==> src/rtl/ov_cfg_pkg.sv <==
// Shared types and constants for the OV7670 register configuration sequencer.
// OV_CFG_READBACK_EN adds the RbIssue/RbWait states used for write verification.
package ov_cfg_pkg;

    localparam logic [7:0] TAG_END   = 8'hFF;
    localparam logic [7:0] TAG_DELAY = 8'hFE;
    localparam logic [7:0] REG_COM7  = 8'h12;

    typedef struct packed {
        logic [7:0] reg_addr;
        logic [7:0] val;
    } cfg_entry_t;

    typedef enum logic [3:0] {
        StIdle,
        StFetch,
        StDecode,
        StIssue,
        StWait,
        StDelay,
        StNext,
        StFail,
        StFinish,
        StError
`ifdef OV_CFG_READBACK_EN
        ,
        StRbIssue,
        StRbWait
`endif
    } state_e;

    // COM7 soft-resets the sensor, so its register cannot be read back reliably.
    function automatic logic readback_exempt(input logic [7:0] reg_addr);
        return reg_addr == REG_COM7;
    endfunction

endpackage

==> src/rtl/ov_cfg_sequencer_if.sv <==
// Command/response channel between the configuration sequencer and the SCCB byte master.
interface ov_cfg_sequencer_if;

    logic       M_VALID;
    logic       M_READY;
    logic       M_RW;
    logic [7:0] M_DEV;
    logic [7:0] M_REG;
    logic [7:0] M_WDATA;
    logic       M_DONE;
    logic       M_NACK;
    logic [7:0] M_RDATA;

    modport master (
        output M_VALID, M_RW, M_DEV, M_REG, M_WDATA,
        input  M_READY, M_DONE, M_NACK, M_RDATA
    );

    modport slave (
        input  M_VALID, M_RW, M_DEV, M_REG, M_WDATA,
        output M_READY, M_DONE, M_NACK, M_RDATA
    );

endinterface

==> src/rtl/ov_cfg_rom.sv <==
// Synchronous-read OV7670 configuration table: {reg, val} per entry, 8'hFF reg ends it.
module ov_cfg_rom
    import ov_cfg_pkg::*;
(
    input  logic       clk_i,
    input  logic [7:0] addr_i,
    output cfg_entry_t entry_o
);

    cfg_entry_t rom_data;
    cfg_entry_t entry_q;

    always_comb begin
        rom_data = '{reg_addr: TAG_END, val: 8'hFF};
        case (addr_i)
            8'd0:    rom_data = '{reg_addr: REG_COM7,  val: 8'h80};
            // Let the sensor settle after its soft reset.
            8'd1:    rom_data = '{reg_addr: TAG_DELAY, val: 8'h0A};
            8'd2:    rom_data = '{reg_addr: 8'h11,     val: 8'h01};
            8'd3:    rom_data = '{reg_addr: TAG_END,   val: 8'h00};
            default: rom_data = '{reg_addr: TAG_END,   val: 8'hFF};
        endcase
    end

    always_ff @(posedge clk_i) begin
        entry_q <= rom_data;
    end

    assign entry_o = entry_q;

endmodule

==> src/rtl/ov_cfg_sequencer.sv <==
// Walks the OV7670 config table, issuing one SCCB write per entry with delays and retries.
// Defining OV_CFG_READBACK_EN verifies each write (except COM7) with a read of the same register.
module ov_cfg_sequencer
    import ov_cfg_pkg::*;
#(
    parameter int unsigned CLK_FREQ_HZ = 25000000,
    parameter int unsigned TABLE_DEPTH = 256,
    parameter int unsigned MAX_RETRY   = 3,
    parameter logic [7:0]  DEV_ADDR    = 8'h42
) (
    input  logic                      CLK,
    input  logic                      RST,
    input  logic                      START,
    output logic                      BUSY,
    output logic                      DONE,
    output logic                      ERR,
    output logic [7:0]                ERR_INDEX,
    ov_cfg_sequencer_if.master        sccb_io
);

    localparam int unsigned TicksPerMs = (CLK_FREQ_HZ / 1000 > 0) ? CLK_FREQ_HZ / 1000 : 1;
    localparam int unsigned TickW      = (TicksPerMs > 1) ? $clog2(TicksPerMs) : 1;
    localparam int unsigned RetryW     = (MAX_RETRY > 0) ? $clog2(MAX_RETRY + 1) : 1;

    localparam logic [TickW-1:0]  TickLast  = TickW'(TicksPerMs - 1);
    localparam logic [RetryW-1:0] RetryMax  = RetryW'(MAX_RETRY);
    localparam logic [7:0]        LastIndex = 8'(TABLE_DEPTH - 1);

    state_e            state_q, state_d;
    logic [7:0]        index_q, index_d;
    logic [RetryW-1:0] retry_q, retry_d;
    logic              busy_q, busy_d;
    logic              done_q, done_d;
    logic              err_q, err_d;
    logic [7:0]        err_index_q, err_index_d;
    logic              valid_q, valid_d;
    logic              rw_q, rw_d;
    logic [7:0]        reg_q, reg_d;
    logic [7:0]        wdata_q, wdata_d;
    logic [7:0]        ms_left_q, ms_left_d;
    logic [TickW-1:0]  tick_q, tick_d;

    cfg_entry_t        entry;

    ov_cfg_rom u_rom (
        .clk_i   (CLK),
        .addr_i  (index_q),
        .entry_o (entry)
    );

`ifndef OV_CFG_READBACK_EN
    logic unused_rdata;
    assign unused_rdata = ^sccb_io.M_RDATA;
`endif

    always_comb begin
        state_d     = state_q;
        index_d     = index_q;
        retry_d     = retry_q;
        busy_d      = busy_q;
        done_d      = done_q;
        err_d       = err_q;
        err_index_d = err_index_q;
        rw_d        = rw_q;
        reg_d       = reg_q;
        wdata_d     = wdata_q;
        ms_left_d   = ms_left_q;
        tick_d      = tick_q;

        unique case (state_q)
            StIdle: begin
                if (START) begin
                    state_d = StFetch;
                    index_d = 8'd0;
                    retry_d = '0;
                    busy_d  = 1'b1;
                    done_d  = 1'b0;
                    err_d   = 1'b0;
                end
            end
            StFetch: state_d = StDecode;
            StDecode: begin
                if (entry.reg_addr == TAG_END) begin
                    state_d = StFinish;
                end else if (entry.reg_addr == TAG_DELAY) begin
                    state_d   = (entry.val == 8'd0) ? StNext : StDelay;
                    ms_left_d = entry.val;
                    tick_d    = '0;
                end else begin
                    state_d = StIssue;
                    reg_d   = entry.reg_addr;
                    wdata_d = entry.val;
                    rw_d    = 1'b0;
                end
            end
            StIssue: begin
                if (sccb_io.M_READY) begin
                    state_d = StWait;
                end
            end
            StWait: begin
                if (sccb_io.M_DONE) begin
                    if (sccb_io.M_NACK) begin
                        state_d = StFail;
`ifdef OV_CFG_READBACK_EN
                    end else if (!readback_exempt(reg_q)) begin
                        state_d = StRbIssue;
                        rw_d    = 1'b1;
`endif
                    end else begin
                        state_d = StNext;
                    end
                end
            end
`ifdef OV_CFG_READBACK_EN
            StRbIssue: begin
                if (sccb_io.M_READY) begin
                    state_d = StRbWait;
                end
            end
            StRbWait: begin
                if (sccb_io.M_DONE) begin
                    if (sccb_io.M_NACK || (sccb_io.M_RDATA != wdata_q)) begin
                        state_d = StFail;
                    end else begin
                        state_d = StNext;
                    end
                end
            end
`endif
            StDelay: begin
                if (tick_q == TickLast) begin
                    tick_d = '0;
                    if (ms_left_q == 8'd1) begin
                        state_d = StNext;
                    end else begin
                        ms_left_d = ms_left_q - 8'd1;
                    end
                end else begin
                    tick_d = tick_q + TickW'(1);
                end
            end
            StNext: begin
                if (index_q == LastIndex) begin
                    state_d = StFinish;
                end else begin
                    state_d = StFetch;
                    index_d = index_q + 8'd1;
                    retry_d = '0;
                end
            end
            StFail: begin
                // A retry always restarts from the write, even if only the readback failed.
                if (retry_q < RetryMax) begin
                    state_d = StIssue;
                    retry_d = retry_q + RetryW'(1);
                    rw_d    = 1'b0;
                end else begin
                    state_d = StError;
                end
            end
            StFinish: begin
                state_d = StIdle;
                busy_d  = 1'b0;
                done_d  = 1'b1;
            end
            StError: begin
                state_d     = StIdle;
                busy_d      = 1'b0;
                err_d       = 1'b1;
                err_index_d = index_q;
            end
            default: state_d = StIdle;
        endcase
    end

`ifdef OV_CFG_READBACK_EN
    assign valid_d = (state_d == StIssue) || (state_d == StRbIssue);
`else
    assign valid_d = (state_d == StIssue);
`endif

    always_ff @(posedge CLK) begin
        if (RST) begin
            state_q     <= StIdle;
            index_q     <= 8'd0;
            retry_q     <= '0;
            busy_q      <= 1'b0;
            done_q      <= 1'b0;
            err_q       <= 1'b0;
            err_index_q <= 8'd0;
            valid_q     <= 1'b0;
            rw_q        <= 1'b0;
            reg_q       <= 8'd0;
            wdata_q     <= 8'd0;
            ms_left_q   <= 8'd0;
            tick_q      <= '0;
        end else begin
            state_q     <= state_d;
            index_q     <= index_d;
            retry_q     <= retry_d;
            busy_q      <= busy_d;
            done_q      <= done_d;
            err_q       <= err_d;
            err_index_q <= err_index_d;
            valid_q     <= valid_d;
            rw_q        <= rw_d;
            reg_q       <= reg_d;
            wdata_q     <= wdata_d;
            ms_left_q   <= ms_left_d;
            tick_q      <= tick_d;
        end
    end

    assign BUSY            = busy_q;
    assign DONE            = done_q;
    assign ERR             = err_q;
    assign ERR_INDEX       = err_index_q;
    assign sccb_io.M_VALID = valid_q;
    assign sccb_io.M_RW    = rw_q;
    assign sccb_io.M_DEV   = DEV_ADDR;
    assign sccb_io.M_REG   = reg_q;
    assign sccb_io.M_WDATA = wdata_q;

endmodule

==> src/flat_wrapper.sv <==
// flat-port wrapper written by rule: the top's interface ports become plain ports
module ov_cfg_sequencer_flat import ov_cfg_pkg::*;
#(
    parameter int unsigned CLK_FREQ_HZ = 25000000,
    parameter int unsigned TABLE_DEPTH = 256,
    parameter int unsigned MAX_RETRY   = 3,
    parameter logic [7:0]  DEV_ADDR    = 8'h42
)
  (CLK, RST, START, BUSY, DONE, ERR, ERR_INDEX, sccb_io_M_VALID, sccb_io_M_RW, sccb_io_M_DEV, sccb_io_M_REG, sccb_io_M_WDATA, sccb_io_M_READY, sccb_io_M_DONE, sccb_io_M_NACK, sccb_io_M_RDATA);
  ov_cfg_sequencer_if sccb_io_i ();
  input  logic CLK;
  input  logic RST;
  input  logic START;
  output logic BUSY;
  output logic DONE;
  output logic ERR;
  output logic [7:0] ERR_INDEX;
  output wire logic [$bits(sccb_io_i.M_VALID)-1:0] sccb_io_M_VALID;
  output wire logic [$bits(sccb_io_i.M_RW)-1:0] sccb_io_M_RW;
  output wire logic [$bits(sccb_io_i.M_DEV)-1:0] sccb_io_M_DEV;
  output wire logic [$bits(sccb_io_i.M_REG)-1:0] sccb_io_M_REG;
  output wire logic [$bits(sccb_io_i.M_WDATA)-1:0] sccb_io_M_WDATA;
  input wire logic [$bits(sccb_io_i.M_READY)-1:0] sccb_io_M_READY;
  input wire logic [$bits(sccb_io_i.M_DONE)-1:0] sccb_io_M_DONE;
  input wire logic [$bits(sccb_io_i.M_NACK)-1:0] sccb_io_M_NACK;
  input wire logic [$bits(sccb_io_i.M_RDATA)-1:0] sccb_io_M_RDATA;
  assign sccb_io_M_VALID = sccb_io_i.M_VALID;
  assign sccb_io_M_RW = sccb_io_i.M_RW;
  assign sccb_io_M_DEV = sccb_io_i.M_DEV;
  assign sccb_io_M_REG = sccb_io_i.M_REG;
  assign sccb_io_M_WDATA = sccb_io_i.M_WDATA;
  assign sccb_io_i.M_READY = sccb_io_M_READY;
  assign sccb_io_i.M_DONE = sccb_io_M_DONE;
  assign sccb_io_i.M_NACK = sccb_io_M_NACK;
  assign sccb_io_i.M_RDATA = sccb_io_M_RDATA;
  ov_cfg_sequencer #(.CLK_FREQ_HZ(CLK_FREQ_HZ), .TABLE_DEPTH(TABLE_DEPTH), .MAX_RETRY(MAX_RETRY), .DEV_ADDR(DEV_ADDR)) u_core (.CLK(CLK), .RST(RST), .START(START), .BUSY(BUSY), .DONE(DONE), .ERR(ERR), .ERR_INDEX(ERR_INDEX), .sccb_io(sccb_io_i));
endmodule
==> config.mk <==
export PLATFORM = sky130hd
export DESIGN_NAME = ov_cfg_sequencer_flat
export DESIGN_NICKNAME = d
export VERILOG_FILES = /design/src/rtl/ov_cfg_pkg.sv /design/src/rtl/ov_cfg_sequencer_if.sv /design/src/rtl/ov_cfg_rom.sv /design/src/rtl/ov_cfg_sequencer.sv /design/src/flat_wrapper.sv
export SDC_FILE = /design/constraint.sdc
export NUM_CORES = 1
export LEC_CHECK = 0
export CORE_ASPECT_RATIO = 1.4
export CORE_UTILIZATION = 57
export DETAILED_ROUTE_END_ITERATION = 16
export PLACE_DENSITY = 0.95
export RECOVER_POWER = 25
export SLEW_MARGIN = 20
export SYNTH_ARGS = -nofsm -noshare
export SYNTH_HDL_FRONTEND = slang
export SYNTH_SLANG_ARGS = --single-unit
export TNS_END_PERCENT = 50
==> constraint.sdc <==
create_clock -name CLK -period 5.5 [get_ports CLK]
set_input_delay 0.55 -clock CLK [delete_from_list [all_inputs] [get_ports CLK]]
set_output_delay 0.55 -clock CLK [all_outputs]
set_load 0.005 [all_outputs]
# Word-level counts from Yosys, hierarchy flattened
# Cells that the tools add are included.
[totals]
ff_bits = 82
inputBits = 14
output_inout_bits = 37
[classes]
n_addsub = 4
magnitude_cmp = 1
eq_ne = 26
muxes = 38
n_bitwise = 2
reduce_logical = 20
[ops]
columns = ["cell", "count"]
rows = [
  ["case mux 16 bit (4 select lines)", 1],
  ["2-to-1 mux 8 bit", 6],
  ["2-to-1 mux 15 bit", 3],
  ["2-to-1 mux 4 bit", 9],
  ["case mux 4 bit (8 select lines)", 1],
  ["case mux 8 bit (2 select lines)", 2],
  ["case mux 15 bit (2 select lines)", 1],
  ["== test 8 bit, second input constant", 3],
  ["== test 4 x 3 -> 1 bit, second input constant", 4],
  ["== test 8 x 1 -> 1 bit, second input constant", 2],
  ["== test 8 x 2 -> 1 bit, second input constant", 2],
  ["logical NOT 8 bit", 2],
  ["adder 15 x 1 -> 15 bit, second input constant", 1],
  ["== test 15 bit, second input constant", 1],
  ["== test 4 x 2 -> 1 bit, second input constant", 3],
  ["nonzero test 2 bit", 6],
  ["!= test 2 bit, second input constant", 5],
  ["AND reduction 3 bit", 3],
  ["adder 8 x 1 -> 8 bit, second input constant", 1],
  ["== test 4 bit, second input constant", 2],
  ["2-to-1 mux 2 bit", 4],
  ["case mux 1 bit (2 select lines)", 4],
  ["AND reduction 4 bit", 2],
  ["subtractor 8 x 1 -> 8 bit, second input constant", 1],
  ["other kinds (12)", 22],
]

# Longest topological paths before layout
[logic_depth]
ltp_word = 6
mapped_depth = 7
depth_no_buf = 6

# Modules after synthesis
# Synthesis repeated with hierarchy kept, for this count alone.
[hier_totals]
cells_unflattened = 410
area_unflattened_um2 = 3514.6
[by_module_without_submodules]
columns = ["module", "instances", "cells_per_inst", "area_each_um2", "seq_area_each_um2"]
rows = [
  ["ov_cfg_sequencer", 1, 382, 3220.6, 1301.2],
  ["ov_cfg_rom", 1, 28, 294.0, 140.1],
]

# Least setup slack after synthesis
# OpenSTA, ideal clock, no wires.
[synth_timing]
kind = "flip-flop to flip-flop"
start = "register u_core.state_q[2]"
end = "register u_core.ms_left_q[2]"
setup_ns = 0.132
arrival_ns = 1.816
setup_slack_ns = 3.552
stages_incl_launch_ff = 8
period_less_slack_ns = 1.948
path_cell_list = "dfxtp_1 -> or4b_1 -> buf_2 -> o31ai_4 -> o211ai_2 -> buf_2 -> o21ai_0 -> a21oi_1"
[synth_via]
elab_chain_cells = 3
word_cells_on_any_way = 9
[synth_lines]
columns = ["item", "line_no", "rtl"]
rows = [
  ["from (decl)", "ov_cfg_sequencer.sv:29", "state_e state_q, state_d;"],
  ["from (signal assigned)", "ov_cfg_sequencer.sv:185", "state_q <= StIdle;"],
  ["from (signal assigned)", "ov_cfg_sequencer.sv:199", "state_q <= state_d;"],
  ["== test 4 x 3 -> 1 bit or == test 4 x 2 -> 1 bit (tied branches)", "ov_cfg_sequencer.sv:70", "unique case (state_q)"],
  ["!= test 2 x 1 -> 1 bit (no source line), or another cell as far along", "-", ""],
  ["AND reduction 5 bit (no source line)", "-", ""],
  ["to (signal assigned)", "ov_cfg_sequencer.sv:210", "ms_left_q <= ms_left_d;"],
  ["to (decl)", "ov_cfg_sequencer.sv:40", "logic [7:0] ms_left_q, ms_left_d;"],
]
# Several ways; a longest one is shown, not always the timed one.
# A chain may end at the register's enable or synchronous reset.

# Worst setup path in the final report
[layout_timing]
start = "register u_core.state_q[1]"
end = "register u_core.ms_left_q[0]"
# Same word-level chain as after synthesis.

==> qor.yml <==
worst_hold_path:
  hp-class: "reg -> reg"
worst_setup_path:
  startpoint_type: "flip-flop"
  timing_worst_setup_path_type: "reg -> reg"
  cp.required_ns: 5.77
  cp_max_fo: 16
  cp.arrival_ns: 3.18
  setup.worst_path.end_class: "flip-flop"
yosys:
  synthAdderAreaFrac_pct: 3.17
  async_reset_ff_share_pct: 0
  synth_top_family_by_area: "simple AND/OR/NAND/NOR gates"
  synth_compound_area_share_pct: 17.8
  synth-simple-area-share_pct: 24.8
  syn_area_um2: 3150
  syn_inst: 381
  ys_seq_elements: 64
  yosysWarnings: 0
  synth_cell_types: 60
  yosysSeqAreaShare_pct: 40.6
  synthFlopType: "dfxtp_1"
  synth_enable_flop_cells: 0
  synth.avg_cell_area_um2: 8.28
  synthMuxAreaShare_pct: 0.992
  synth-xor-area-share_pct: 4.72
pwr:
  ir_drop_uv: 209
  p_per_area_nw_per_um2: 268
  totalPowerFinal_uw: 962
  leakagePower_uw: 0.00125
cells_and_area:
  layout.nets: 421
  areaGrowthSynthToFinish_pct: 13.8
  n_antenna_cell: 0
  fillers: 411
  final_layout_size_suffix_gt1_share_pct: 5.94
global_routing:
  grt.overflow.total: 0
  grt_pass1_wl_um: 11700
  grt_pass1_vias: 2640
  grt_max_degree: 31
  track_usage_pct: 25.4
  antenna_found_initial: 0
sta:
  rsz0062_at_grt: "no"
  worst_pin_slew_ns: 1.01
  fin_hold_ws_ns: 0.458
  worst_slack_ns: 2.59
  timing.final.crit_period_ns: 2.91
  timing.fmax_ghz: 0.343
  finalSetupTns_ns: 0
  hold_viol: 0
  fin_crit_sh_pct: 52.9
  finalClockSkew_ns: 0.00830
  maxSlewViolCount: 0
  final-setup-viol-count: 0
  relSlewSlack_pct: 31.8
drt:
  drt-initial-drc-count: 158
  ant_nets: 0
  drtPass1Iterations: 5
  drc_errors: 0
  vias: 2778
  drt_wl_total_um: 6860
  wl_per_cell_um: 14.6
  vias_per_cell: 5.91
clock_tree:
  clockBufferDepth: 2
  tritoncts: "done"
  post_cts_buffers: 0
  cts.sinks: 64
  ctsHoldBuffers: 0
  clk_latency_ns: 0.34
  numCtsBuffers: 9
  clockRootBuffer: "clkbuf_8"
  cts_resized: 0
  h-tree-depth: 3
  clk_pin_slew_ns: 0.07
die:
  ioPinCount: 51
  die_area_um2: 5840
  die_y_um: 90
  core_area_um2: 5240
  rows: 31
  start_util_pct: 60.2
  die_x_um: 64.9
placement:
  gp_congestion: 0.866
  pre_cts_slack_ns: 2.62
  dp_hpwl_um: 4740
  io_buffers: 33
flow_run:
  max-cap-violations: 0
status:
  status: "finished clean"
## cell usage after synthesis (2+ instances only)
library cell / count / area (um2)
conb_1: 2 / 7.51
nor4bb_1: 3 / 30.0
and3_1: 6 / 37.5
a31oi_1: 4 / 25.0
nor2b_1: 2 / 12.5
nand4_1: 10 / 62.6
or3_1: 3 / 18.8
a311oi_1: 2 / 17.5
buf_1: 2 / 7.51
a211oi_1: 5 / 37.5
and2_1: 3 / 18.8
nand3_1: 17 / 85.1
xor2_1: 9 / 78.8
dfxtp_1: 64 / 1280
nor2_1: 44 / 165
o31a_1: 3 / 26.3
o211ai_1: 3 / 22.5
a21o_1: 7 / 52.6
xnor2_1: 8 / 70.1
ha_1: 8 / 100
buf_2: 4 / 20.0
and4_1: 4 / 35.0
buf_4: 17 / 128
o21ai_0: 8 / 40.0
a22oi_1: 2 / 15.0
nand2b_1: 4 / 25.0
nor3_1: 10 / 50.1
nand2_1: 43 / 161
mux2i_1: 2 / 20.0
a21oi_1: 31 / 155
clkbuf_1: 12 / 45.0
inv_1: 11 / 41.3
## registers in the layout (all words and copies together) (netlist names)
| name | flops |
|---|---|
| u_core.tick_q | 15 |
| u_core.ERR_INDEX | 8 |
| u_core.index_q | 8 |
| u_core.ms_left_q | 8 |
| u_core.u_rom.entry_o | 7 |
| u_core.sccb_io.M_REG | 4 |
| u_core.sccb_io.M_WDATA | 4 |
| u_core.state_q | 4 |
| u_core.retry_q | 2 |
| u_core.BUSY | 1 |
| u_core.DONE | 1 |
| u_core.ERR | 1 |
| u_core.sccb_io.M_VALID | 1 |
## path summary, 6_finish.rpt
path | end | from | cells past startpoint | slack (ns)
max | u_core.ms_left_q[0]$_SDFFE_PP0P_ | u_core.state_q[1]$_SDFF_PP0_ | 5 | 2.59
min | u_core.ERR_INDEX[2]$_SDFFE_PP0P_ | u_core.ERR_INDEX[2]$_SDFFE_PP0P_ | 2 | 0.46
max reg2reg | u_core.ms_left_q[0]$_SDFFE_PP0P_ | u_core.state_q[1]$_SDFF_PP0_ | 5 | 2.59
min reg2reg | u_core.ERR_INDEX[2]$_SDFFE_PP0P_ | u_core.ERR_INDEX[2]$_SDFFE_PP0P_ | 2 | 0.46
## power by group
part / switching (uW) / total (uW) / leakage [uW] / internal, uW
Clock: 184 / 384 / 0.0000906 / 200
Combinational: 50.3 / 88.4 / 0.000646 / 38.1
Sequential: 16.1 / 490 / 0.000517 / 474
Total: 251 / 962 / 0.00125 / 711
## final cells by class
class | instances | area, um2 | area share (%)
sequential | 64 | 1280 | 35.7
inverter | 11 | 41.3 | 1.15
timing repair buffer | 35 | 340 | 9.48
clock buffer | 12 | 165 | 4.60
clock inverter | 4 | 27.5 | 0.767
multi-input combinational | 278 | 1650 | 46.0
tap | 66 | 82.6 | 2.30
## cell families after synthesis
| kind of cell | after synthesis |
|---|---|
| compound gates | 83 |
| mux | 3 |
| simple gates | 158 |
| flops | 64 |
| xor+xnor | 17 |
| fa+ha+maj | 8 |
| buf+inv | 46 |
| other cells | 2 |
## metal layers
| layer | share of wire (%) | track usage [%] | vias to the layer above |
|---|---|---|---|
| met3 | 5.6 | 6.47 | 21 |
| met5 | 0 | 0 | - |
| met2 | 52 | 43.8 | 99 |
| met1 | 40 | 28.1 | 1297 |
| met4 | 2.7 | 12.2 | 0 |
| li1 | - | - | 1361 |
## per-stage QoR
stage,cell area (um2),cells,util (%)
6_report,3590,470,68.6
5_1_grt,3590,470,68.6
4_1_cts,3600,470,68.7
3_5_place_dp,3410,454,65.1
3_3_place_gp,3410,454,65.1
2_1_floorplan,3180,388,-
## layout by cell type, fill, tap and decap left out, types with 3 or more instances in the layout
cell type         n
nand3_1          17
nand2b_1          4
conb_1            9
nand4_1          10
clkdlybuf4s50_1  26
a21oi_1          31
o21ai_0           8
clkbuf_8         12
a21o_1            7
dlygate4sd3_1     6
xor2_1            9
ha_1              8
inv_1            11
nor4bb_1          3
xnor2_1           8
clkinvlp_4        3
or3_1             3
nor3_1           11
a31oi_1           4
dfxtp_1          64
nor2_1           44
a211oi_1          5
and4_1            4
nand2_1          43
o31a_1            3
and3_1            6
o211ai_1          3
## worst max-delay path: stages, from the launching register on
cell	delay, ns
dfxtp_1	0.63
or4b_1	0.64
o31ai_4	0.58
o211ai_2	0.42
or3_1	0.42
a31oi_1	0.15
Note: power is estimated with default switching activity, not from simulation.
